## src/rtl/prq_sched_if.sv

```systemverilog
// Signal bundle between the PRQ front-end scheduler, its request sources,
// the PRQ itself and the match/unexpected consumers.
interface prq_sched_if #(
  parameter int MSG_WIDTH = 128
);
  logic                 proc_req_valid;
  logic                 proc_req_ready;
  logic [31:0]          proc_request;
  logic [31:0]          proc_data_ptr;
  logic                 net_msg_valid;
  logic                 net_msg_ready;
  logic [MSG_WIDTH-1:0] net_msg;
  logic                 prq_insert;
  logic                 prq_find;
  logic [31:0]          prq_request;
  logic [31:0]          prq_data_ptr;
  logic [MSG_WIDTH-1:0] prq_message;
  logic                 prq_found;
  logic                 prq_not_found;
  logic                 prq_full;
  logic [31:0]          prq_posted_request;
  logic                 match_valid;
  logic                 match_ready;
  logic [31:0]          match_request;
  logic [MSG_WIDTH-1:0] match_message;
  logic                 unexp_valid;
  logic                 unexp_ready;
  logic [MSG_WIDTH-1:0] unexp_message;
  logic                 busy;
  logic                 err_timeout;

  modport master (
    input  proc_req_valid, proc_request, proc_data_ptr,
    input  net_msg_valid, net_msg,
    input  prq_found, prq_not_found, prq_full, prq_posted_request,
    input  match_ready, unexp_ready,
    output proc_req_ready, net_msg_ready,
    output prq_insert, prq_find, prq_request, prq_data_ptr, prq_message,
    output match_valid, match_request, match_message,
    output unexp_valid, unexp_message,
    output busy, err_timeout
  );

  modport slave (
    output proc_req_valid, proc_request, proc_data_ptr,
    output net_msg_valid, net_msg,
    output prq_found, prq_not_found, prq_full, prq_posted_request,
    output match_ready, unexp_ready,
    input  proc_req_ready, net_msg_ready,
    input  prq_insert, prq_find, prq_request, prq_data_ptr, prq_message,
    input  match_valid, match_request, match_message,
    input  unexp_valid, unexp_message,
    input  busy, err_timeout
  );
endinterface

```

## src/rtl/prq_sched.sv

```systemverilog
// PRQ front-end scheduler: round-robin between processor receives and network
// headers, one PRQ operation at a time, routing find results to match/unexpected.
module prq_sched #(
  parameter int MSG_WIDTH    = 128,
  parameter int INSERT_GAP   = 6,
  parameter int FIND_TIMEOUT = 4095
) (
  input  logic        clk,
  input  logic        rst,
  prq_sched_if.master bus
);
  localparam int GAP_W = $clog2(INSERT_GAP + 1);
  localparam int FTO_W = $clog2(FIND_TIMEOUT + 1);
  localparam logic [GAP_W-1:0] GAP_LAST = GAP_W'(INSERT_GAP - 1);
  localparam logic [FTO_W-1:0] FTO_MAX  = FTO_W'(FIND_TIMEOUT);

  typedef enum logic [2:0] {
    S_IDLE, S_INS_ISSUE, S_INS_WAIT, S_FIND_ISSUE, S_FIND_WAIT, S_MATCH_OUT, S_UNEXP_OUT
  } state_t;

  state_t               r_state;
  logic                 r_last_net;
  logic [GAP_W-1:0]     r_gap_cnt;
  logic [FTO_W-1:0]     r_find_cnt;
  logic                 r_insert;
  logic                 r_find;
  logic [31:0]          r_request;
  logic [31:0]          r_data_ptr;
  logic [MSG_WIDTH-1:0] r_message;
  logic [31:0]          r_match_request;
  logic                 r_match_valid;
  logic                 r_unexp_valid;
  logic                 r_busy;
  logic                 r_err_timeout;

  logic w_proc_elig, w_net_elig, w_gnt_proc, w_gnt_net, w_idle;
  logic w_proc_xfer, w_net_xfer;

  // A full PRQ only holds back inserts; on a tie the source not served last wins.
  assign w_proc_elig = bus.proc_req_valid && !bus.prq_full;
  assign w_net_elig  = bus.net_msg_valid;
  assign w_gnt_proc  = w_proc_elig && (!w_net_elig || r_last_net);
  assign w_gnt_net   = w_net_elig && (!w_proc_elig || !r_last_net);
  assign w_idle      = (r_state == S_IDLE) && !rst;

  assign bus.proc_req_ready = w_idle && w_gnt_proc;
  assign bus.net_msg_ready  = w_idle && w_gnt_net;
  assign w_proc_xfer        = bus.proc_req_valid && bus.proc_req_ready;
  assign w_net_xfer         = bus.net_msg_valid && bus.net_msg_ready;

  assign bus.prq_insert    = r_insert;
  assign bus.prq_find      = r_find;
  assign bus.prq_request   = r_request;
  assign bus.prq_data_ptr  = r_data_ptr;
  assign bus.prq_message   = r_message;
  assign bus.match_valid   = r_match_valid;
  assign bus.match_request = r_match_request;
  assign bus.match_message = r_message;
  assign bus.unexp_valid   = r_unexp_valid;
  assign bus.unexp_message = r_message;
  assign bus.busy          = r_busy;
  assign bus.err_timeout   = r_err_timeout;

  always_ff @(posedge clk) begin
    if (rst) begin
      r_state         <= S_IDLE;
      r_last_net      <= 1'b1;
      r_gap_cnt       <= '0;
      r_find_cnt      <= '0;
      r_insert        <= 1'b0;
      r_find          <= 1'b0;
      r_request       <= '0;
      r_data_ptr      <= '0;
      r_message       <= '0;
      r_match_request <= '0;
      r_match_valid   <= 1'b0;
      r_unexp_valid   <= 1'b0;
      r_busy          <= 1'b0;
      r_err_timeout   <= 1'b0;
    end else begin
      r_insert      <= 1'b0;
      r_find        <= 1'b0;
      r_err_timeout <= 1'b0;
      case (r_state)
        S_IDLE: begin
          if (w_proc_xfer) begin
            r_request  <= bus.proc_request;
            r_data_ptr <= bus.proc_data_ptr;
            r_last_net <= 1'b0;
            r_insert   <= 1'b1;
            r_busy     <= 1'b1;
            r_state    <= S_INS_ISSUE;
          end else if (w_net_xfer) begin
            r_message  <= bus.net_msg;
            r_last_net <= 1'b1;
            r_find     <= 1'b1;
            r_busy     <= 1'b1;
            r_state    <= S_FIND_ISSUE;
          end
        end
        S_INS_ISSUE: begin
          r_gap_cnt <= '0;
          r_state   <= S_INS_WAIT;
        end
        S_INS_WAIT: begin
          if (r_gap_cnt == GAP_LAST) begin
            r_busy  <= 1'b0;
            r_state <= S_IDLE;
          end else begin
            r_gap_cnt <= r_gap_cnt + GAP_W'(1);
          end
        end
        S_FIND_ISSUE: begin
          r_find_cnt <= '0;
          r_state    <= S_FIND_WAIT;
        end
        // found takes priority over not_found; a silent PRQ drops the message
        S_FIND_WAIT: begin
          if (bus.prq_found) begin
            r_match_request <= bus.prq_posted_request;
            r_match_valid   <= 1'b1;
            r_state         <= S_MATCH_OUT;
          end else if (bus.prq_not_found) begin
            r_unexp_valid <= 1'b1;
            r_state       <= S_UNEXP_OUT;
          end else if (r_find_cnt == FTO_MAX) begin
            r_err_timeout <= 1'b1;
            r_busy        <= 1'b0;
            r_state       <= S_IDLE;
          end else begin
            r_find_cnt <= r_find_cnt + FTO_W'(1);
          end
        end
        S_MATCH_OUT: begin
          if (bus.match_ready) begin
            r_match_valid <= 1'b0;
            r_busy        <= 1'b0;
            r_state       <= S_IDLE;
          end
        end
        S_UNEXP_OUT: begin
          if (bus.unexp_ready) begin
            r_unexp_valid <= 1'b0;
            r_busy        <= 1'b0;
            r_state       <= S_IDLE;
          end
        end
        default: begin
          r_busy  <= 1'b0;
          r_state <= S_IDLE;
        end
      endcase
    end
  end
endmodule

```

## src/flat_wrapper.sv

```systemverilog
// flat-port wrapper written by rule: the top's interface ports become plain ports
module prq_sched_flat 
#(
  parameter int MSG_WIDTH    = 128,
  parameter int INSERT_GAP   = 6,
  parameter int FIND_TIMEOUT = 4095
)
  (clk, rst, bus_proc_req_valid, bus_proc_request, bus_proc_data_ptr, bus_net_msg_valid, bus_net_msg, bus_prq_found, bus_prq_not_found, bus_prq_full, bus_prq_posted_request, bus_match_ready, bus_unexp_ready, bus_proc_req_ready, bus_net_msg_ready, bus_prq_insert, bus_prq_find, bus_prq_request, bus_prq_data_ptr, bus_prq_message, bus_match_valid, bus_match_request, bus_match_message, bus_unexp_valid, bus_unexp_message, bus_busy, bus_err_timeout);
  prq_sched_if #(.MSG_WIDTH(MSG_WIDTH)) bus_i ();
  input  logic clk;
  input  logic rst;
  input wire logic [$bits(bus_i.proc_req_valid)-1:0] bus_proc_req_valid;
  input wire logic [$bits(bus_i.proc_request)-1:0] bus_proc_request;
  input wire logic [$bits(bus_i.proc_data_ptr)-1:0] bus_proc_data_ptr;
  input wire logic [$bits(bus_i.net_msg_valid)-1:0] bus_net_msg_valid;
  input wire logic [$bits(bus_i.net_msg)-1:0] bus_net_msg;
  input wire logic [$bits(bus_i.prq_found)-1:0] bus_prq_found;
  input wire logic [$bits(bus_i.prq_not_found)-1:0] bus_prq_not_found;
  input wire logic [$bits(bus_i.prq_full)-1:0] bus_prq_full;
  input wire logic [$bits(bus_i.prq_posted_request)-1:0] bus_prq_posted_request;
  input wire logic [$bits(bus_i.match_ready)-1:0] bus_match_ready;
  input wire logic [$bits(bus_i.unexp_ready)-1:0] bus_unexp_ready;
  output wire logic [$bits(bus_i.proc_req_ready)-1:0] bus_proc_req_ready;
  output wire logic [$bits(bus_i.net_msg_ready)-1:0] bus_net_msg_ready;
  output wire logic [$bits(bus_i.prq_insert)-1:0] bus_prq_insert;
  output wire logic [$bits(bus_i.prq_find)-1:0] bus_prq_find;
  output wire logic [$bits(bus_i.prq_request)-1:0] bus_prq_request;
  output wire logic [$bits(bus_i.prq_data_ptr)-1:0] bus_prq_data_ptr;
  output wire logic [$bits(bus_i.prq_message)-1:0] bus_prq_message;
  output wire logic [$bits(bus_i.match_valid)-1:0] bus_match_valid;
  output wire logic [$bits(bus_i.match_request)-1:0] bus_match_request;
  output wire logic [$bits(bus_i.match_message)-1:0] bus_match_message;
  output wire logic [$bits(bus_i.unexp_valid)-1:0] bus_unexp_valid;
  output wire logic [$bits(bus_i.unexp_message)-1:0] bus_unexp_message;
  output wire logic [$bits(bus_i.busy)-1:0] bus_busy;
  output wire logic [$bits(bus_i.err_timeout)-1:0] bus_err_timeout;
  assign bus_i.proc_req_valid = bus_proc_req_valid;
  assign bus_i.proc_request = bus_proc_request;
  assign bus_i.proc_data_ptr = bus_proc_data_ptr;
  assign bus_i.net_msg_valid = bus_net_msg_valid;
  assign bus_i.net_msg = bus_net_msg;
  assign bus_i.prq_found = bus_prq_found;
  assign bus_i.prq_not_found = bus_prq_not_found;
  assign bus_i.prq_full = bus_prq_full;
  assign bus_i.prq_posted_request = bus_prq_posted_request;
  assign bus_i.match_ready = bus_match_ready;
  assign bus_i.unexp_ready = bus_unexp_ready;
  assign bus_proc_req_ready = bus_i.proc_req_ready;
  assign bus_net_msg_ready = bus_i.net_msg_ready;
  assign bus_prq_insert = bus_i.prq_insert;
  assign bus_prq_find = bus_i.prq_find;
  assign bus_prq_request = bus_i.prq_request;
  assign bus_prq_data_ptr = bus_i.prq_data_ptr;
  assign bus_prq_message = bus_i.prq_message;
  assign bus_match_valid = bus_i.match_valid;
  assign bus_match_request = bus_i.match_request;
  assign bus_match_message = bus_i.match_message;
  assign bus_unexp_valid = bus_i.unexp_valid;
  assign bus_unexp_message = bus_i.unexp_message;
  assign bus_busy = bus_i.busy;
  assign bus_err_timeout = bus_i.err_timeout;
  prq_sched #(.MSG_WIDTH(MSG_WIDTH), .INSERT_GAP(INSERT_GAP), .FIND_TIMEOUT(FIND_TIMEOUT)) u_core (.clk(clk), .rst(rst), .bus(bus_i));
endmodule
```

## config.mk

```make
export PLATFORM = sky130hd
export DESIGN_NAME = prq_sched_flat
export DESIGN_NICKNAME = d
export VERILOG_FILES = /design/src/rtl/prq_sched_if.sv /design/src/rtl/prq_sched.sv /design/src/flat_wrapper.sv
export SDC_FILE = /design/constraint.sdc
export NUM_CORES = 1
export LEC_CHECK = 0
export BUFFER_PORTS_ARGS = -buffer_cell sky130_fd_sc_hd__buf_4
export CORE_AREA = 2 2 277 279
export CTS_CLUSTER_DIAMETER = 150
export DETAILED_ROUTE_END_ITERATION = 16
export DIE_AREA = 0 0 279 281
export RECOVER_POWER = 100
export SLEW_MARGIN = 20
export SYNTH_ARGS = -nofsm -noshare
export SYNTH_HDL_FRONTEND = slang
export SYNTH_SLANG_ARGS = --single-unit
```

## constraint.sdc

```tcl
create_clock -name clk -period 1.76 [get_ports clk]
set_input_delay 0.088 -clock clk [delete_from_list [all_inputs] [get_ports clk]]
set_output_delay 0.088 -clock clk [all_outputs]
set_load 0.02 [all_outputs]
```

### After elaboration in Yosys (flattened, before gate mapping)

Index checks and enable logic that the tools add are counted.

| word-level totals | value |
|---|---|
| bits in registers | 249 |
| input port bits | 233 |
| output and inout bits | 488 |
| word-level logic and storage cells | 108 |

| cells by class | value |
|---|---|
| $add $sub $neg | 2 |
| equality and inequality tests | 20 |
| multiplexer cells | 33 |
| bitwise logic cells | 4 |
| reductions and logical operators | 35 |

Operator list:

| operator | number |
|---|---|
| two-way mux 12 bit | 3 |
| two-way mux 3 bit | 9 |
| one-hot mux 12 bit (2 select lines) | 1 |
| one-hot mux 3 bit (7 select lines) | 1 |
| inequality test 2 bit, second input constant | 8 |
| two-way mux 1 bit | 15 |
| adder 12 x 1 -> 12 bit, second input constant | 1 |
| equality test 12 bit, second input constant | 1 |
| equality test 3 bit, second input constant | 4 |
| nonzero test 2 bit | 5 |
| logical AND 1 bit | 8 |
| AND reduction 2 bit | 4 |
| AND reduction 4 bit | 2 |
| AND reduction 8 bit | 1 |
| equality test 3 x 2 -> 1 bit, second input constant | 2 |
| one-hot mux 1 bit (6 select lines) | 1 |
| one-hot mux 3 bit (2 select lines) | 1 |
| AND reduction 3 bit | 2 |
| logical NOT 1 bit | 5 |
| AND reduction 5 bit | 1 |
| inequality test 2 x 1 -> 1 bit, second input constant | 2 |
| inequality test 4 x 3 -> 1 bit, second input constant | 1 |
| NOT 1 bit | 4 |
| one-hot mux 1 bit (2 select lines) | 2 |
| 8 further kinds | 10 |

### Depth between registers and ports, before layout

| depth | value |
|---|---|
| word-level depth | 10 |
| gate-level depth with buffers | 8 |
| mapped depth without buffers | 7 |

### Least setup slack after synthesis

Ideal clock, no wire load.

| timing path | value |
|---|---|
| path type | reg-to-reg |
| start point | reg u_core.r_state[1] |
| end point | reg u_core.r_find_cnt[11] |
| library setup time | 121 ps |
| arrival | 1634 ps |
| required time | 1639 ps |
| slack | 5 ps |
| cell stages (with the launch flop) | 7 |
| path buffers | 1 |
| period minus slack after synthesis | 1755 ps |
| cells stage by stage | dfxtp_1 -> buf_2 -> and3b_1 -> nor4_4 -> nor3_2 -> nand2_1 -> mux2_2 |

| on the way | value |
|---|---|
| cells in the longest elaborated chain, start to end | 3 |
| elaborated cells on any way between the ends | 8 |
| those cells by class | 5 x eq/ne; 1 x mux; 2 x reduce/logical |

Ends and longest elaborated chain:

| item | line | text |
|---|---|---|
| start: declaration | prq_sched.sv:21 | `state_t r_state;` |
| start signal: assignment | prq_sched.sv:66 | `r_state <= S_IDLE;` |
| start signal: assignment | prq_sched.sv:92 | `r_state <= S_INS_ISSUE;` |
| start signal: assignment | prq_sched.sv:98 | `r_state <= S_FIND_ISSUE;` |
| equality test 3 bit or equality test 3 x 2 -> 1 bit (tied branches) | prq_sched.sv:84 | `case (r_state)` |
| inequality test 2 bit (no source line) or nonzero test 2 bit (tied branches) | n/a |  |
| AND reduction 4 bit (no source line) | n/a |  |
| end signal: assignment | prq_sched.sv:131 | `r_find_cnt <= r_find_cnt + FTO_W'(1);` |
| end: declaration | prq_sched.sv:24 | `logic [FTO_W-1:0] r_find_cnt;` |

Parallel ways exist; a longest one is shown, timed or not.
A chain may end at the register's enable or synchronous reset.

### Final worst setup path

| timing path | value |
|---|---|
| start point | reg u_core.r_state[2] |
| end point | out bus_proc_req_ready |

| on the way | value |
|---|---|
| cells in the longest elaborated chain, start to end | 3 |

Ends and longest elaborated chain:

| item | line | text |
|---|---|---|
| logical NOT 3 bit | prq_sched.sv:44 | `assign w_idle = (r_state == S_IDLE) && !rst;` |
| logical AND 1 bit | prq_sched.sv:44 |  |
| logical AND 1 bit | prq_sched.sv:46 | `assign bus.proc_req_ready = w_idle && w_gnt_proc;` |
| end: declaration | flat_wrapper.sv:23 | `output wire logic [$bits(bus_i.proc_req_ready)-1:0] bus_proc_req_ready;` |

Every way passes these cells.

==> impl_metrics.json <==
{
  "hold_violations": 0,
  "vdd_drop_max_mv": 0.5915,
  "fin_crit_sh_pct": 103.7,
  "synth_seq_area_share_pct": 43.85,
  "tightestPinTransition_ps": 550.1,
  "die_area_mm2": 0.07840,
  "max_stage_delay_ps": 320,
  "cp_max_fo": 3,
  "cpLargestDelayFamily": "buffers and inverters",
  "syn_area_per_cell_um2": 8.138,
  "vias_per_cell": 3.711,
  "wire_per_inst_um": 13.77,
  "dpl_worst_slack_ps": 6.687,
  "multiInputGateArea_mm2": 0.004158,
  "synth-seq-cells": 249,
  "vias": 11523,
  "initial_core_util_pct": 15.07,
  "cts-root-buf": "clkbuf_16",
  "fmax_mhz": 548.1,
  "synth_top_cell_by_area": "dfxtp_1",
  "cts.reportedPaths.clkPinSlew_ps": 60,
  "setup_violations": 7,
  "maxSlewViolCount": 0,
  "syn_nets": 1633,
  "synth_top_cells_by_count": "nand2_1, buf_4, dfxtp_1",
  "grt_pass1_wl_um": 62380,
  "fin_skew_ps": 22.04,
  "netlist_instances": 1397,
  "drt_wl_total_um": 42770,
  "core_area_mm2": 0.07544,
  "ant_nets": 0,
  "drtIter0Drc": 456,
  "fin_crit_ps": 1825,
  "maxCapViolations": 0,
  "pwr_density_cell_mw_per_mm2": 969.8,
  "first_pass_iters": 5,
  "grt_max_degree": 119,
  "regArea_mm2": 0.004991,
  "cts_buffers": 30,
  "slew_headroom_pct": 63.33,
  "fin_area_mm2": 0.01793,
  "yosys_warnings": 0,
  "synthFlopType": "dfxtp_1",
  "cts_tree": "yes",
  "critPathSlowestCell": "dfxtp_2",
  "crit_type": "reg -> out",
  "synthArstFlopShare_pct": 0,
  "crit_arrival_ps": 1740,
  "die_w_um": 279,
  "tns_ps": -153.4,
  "syn_to_final_growth_pct": 57.70,
  "place.gp.congestion": 0.7663,
  "placed_cell_area_mm2": 0.01628,
  "holdPathStages": 6,
  "ys_types": 45,
  "antenna_found_initial": 1,
  "clock_latency_ps": 590,
  "numClockSinks": 249,
  "drive_gt1_share_pct": 17.40,
  "cp.depth": 6,
  "ff2ff_path_depth": 9,
  "fill_cells": 8586,
  "synth_edf_count": 0,
  "clockBufferDepth": 3,
  "boundaryPins": 721,
  "fin_nets": 2339,
  "crit_chain": "nor4_2 -> buf_4 -> nand3_4 -> inv_4 -> buf_12 -> buf_8",
  "leakage_nw": 7.556,
  "synth_area_leaders": "dfxtp_1, buf_4, nand2_1",
  "synth_top_cell_area_share_pct": 43.85,
  "yosysMostFrequentCell": "nand2_1",
  "cp-end-kind": "output pin",
  "cp_num_buf_inv": 4,
  "status": "finished with violations",
  "rsz0062_at_grt": "yes",
  "io_buffers": 720,
  "startpoint_type": "register",
  "worst_slack_ps": -64.51,
  "grtUsageTotal_pct": 9.899,
  "dp_hpwl_um": 29920,
  "drc": 0,
  "worstHoldPathType": "in -> reg",
  "worstPathRequired_ps": 1670,
  "holdWs_ps": 207.1,
  "die_h_um": 281,
  "cts.htree.levels": 1,
  "rows": 101,
  "grt_overflow": 0,
  "grt_pass1_vias": 11169,
  "violations": "negative setup slack",
  "antenna_cells": 0,
  "synthesis.area_mm2": 0.01137
}
==> final cells by class <==
class / count / share of cell area (%)
repair buffers: 1009 / 36.45
flip-flops and latches: 249 / 27.84
multi-input cells: 804 / 23.19
well taps: 978 / 6.825
clock buffers: 44 / 5.039
clock inverters: 12 / 0.4397
inverters: 9 / 0.2163
==> per-stage QoR <==
stage          std cells  utilization [%]  power (mW)
6_report            3105            23.76       17.39
5_1_grt             3105            23.76       18.26
4_1_cts             3101            26.13       18.56
3_5_place_dp        2806            21.58       11.78
3_3_place_gp        2806            21.58       11.77
2_1_floorplan       1397                -       9.869
==> power by group <==
| part | switching [mW] | total (mW) | internal (mW) |
|---|---|---|---|
| sequential | 0.570 | 6.71 | 6.14 |
| clock | 2.60 | 6.14 | 3.54 |
| combinational | 2.88 | 4.54 | 1.65 |
==> kinds of logic after synthesis <==
family	count (synthesis)	share of synthesized area, %
AO/OA/AOI/OAI	60	3.038
XOR/XNOR	9	0.6934
adder cells (fa/ha/maj)	3	0.3302
buffers and inverters	344	20.06
flip-flops	249	43.85
multiplexers	2	0.1981
AND/OR/NAND/NOR	730	31.83
==> worst paths after layout <==
path	slack [ps]	startpoint	to
max	-60	u_core.r_state[2]	bus_proc_req_ready
min reg2reg	450	u_core.bus.match_request[29]	u_core.bus.match_request[29]
max reg2reg	-30	u_core.r_state[2]	u_core.bus.prq_request[29]
min	210	bus_prq_full	u_core.r_state[2]
==> registers in the layout, summed over array words and instances (netlist names), 3 cells and up <==
register / count
u_core.r_state: 3
u_core.bus.match_message: 128
u_core.bus.prq_data_ptr: 32
u_core.r_gap_cnt: 3
u_core.bus.prq_request: 32
u_core.bus.match_request: 32
u_core.r_find_cnt: 12
==> worst register-to-register path: cells and delay by family (launching register included) <==
family | cells | cell delay [ps]
buffers and inverters | 5 | 810
and+or+nand+nor | 4 | 610
DFF | 1 | 320
==> what timing repair did <==
action | CTS | global route
cloned | 1 | 0
pin swaps | 2 | 7
setup endpoints to repair | 3 | 77
endpoints found under the hold margin | 236 | 0
hold buffers | 231 | 0
buffers inserted | 7 | 4
gates resized for setup | 14 | 15
==> cells in the final DEF (no fill, tap or decap), types with 2 or more instances in the layout <==
| cell | synthesis | final |
|---|---|---|
| buf_12 | 0 | 12 |
| clkbuf_8 | 0 | 10 |
| clkinv_2 | 0 | 8 |
| or2_2 | 3 | 3 |
| buf_4 | 256 | 266 |
| o21ai_0 | 6 | 6 |
| nor4_1 | 5 | 2 |
| clkbuf_16 | 0 | 30 |
| clkbuf_1 | 53 | 490 |
| a31oi_1 | 2 | 2 |
| a21oi_1 | 39 | 39 |
| nor4_2 | 0 | 3 |
| dlygate4sd3_1 | 0 | 231 |
| inv_1 | 8 | 6 |
| clkinvlp_4 | 0 | 3 |
| nor3b_1 | 2 | 2 |
| clkbuf_2 | 0 | 4 |
| nand3_1 | 11 | 8 |
| nand2_1 | 467 | 466 |
| nor2_1 | 21 | 21 |
| dfxtp_1 | 249 | 244 |
| xnor2_1 | 9 | 9 |
| a22oi_1 | 2 | 2 |
| buf_6 | 0 | 5 |
| nand4_1 | 2 | 2 |
| nor3_1 | 9 | 9 |
| nand2b_1 | 4 | 4 |
| a21o_1 | 2 | 2 |
| mux2_2 | 2 | 2 |
| ha_1 | 3 | 2 |
| nand3b_1 | 194 | 194 |
| nand3_4 | 0 | 2 |
| buf_8 | 0 | 3 |
| nor2b_1 | 2 | 2 |
| dfxtp_2 | 0 | 5 |
| inv_4 | 0 | 2 |
==> per-layer routing <==
layer | vias to the layer above | share of wire [%] | track usage (%)
li1 | 5643 | - | -
met1 | 5263 | 40 | 11.49
met2 | 532 | 48 | 17.28
met3 | 83 | 7.0 | 2.053
met4 | 2 | 4.6 | 4.852
met5 | - | 0.030 | 0
(Power assumes the default switching activity.)
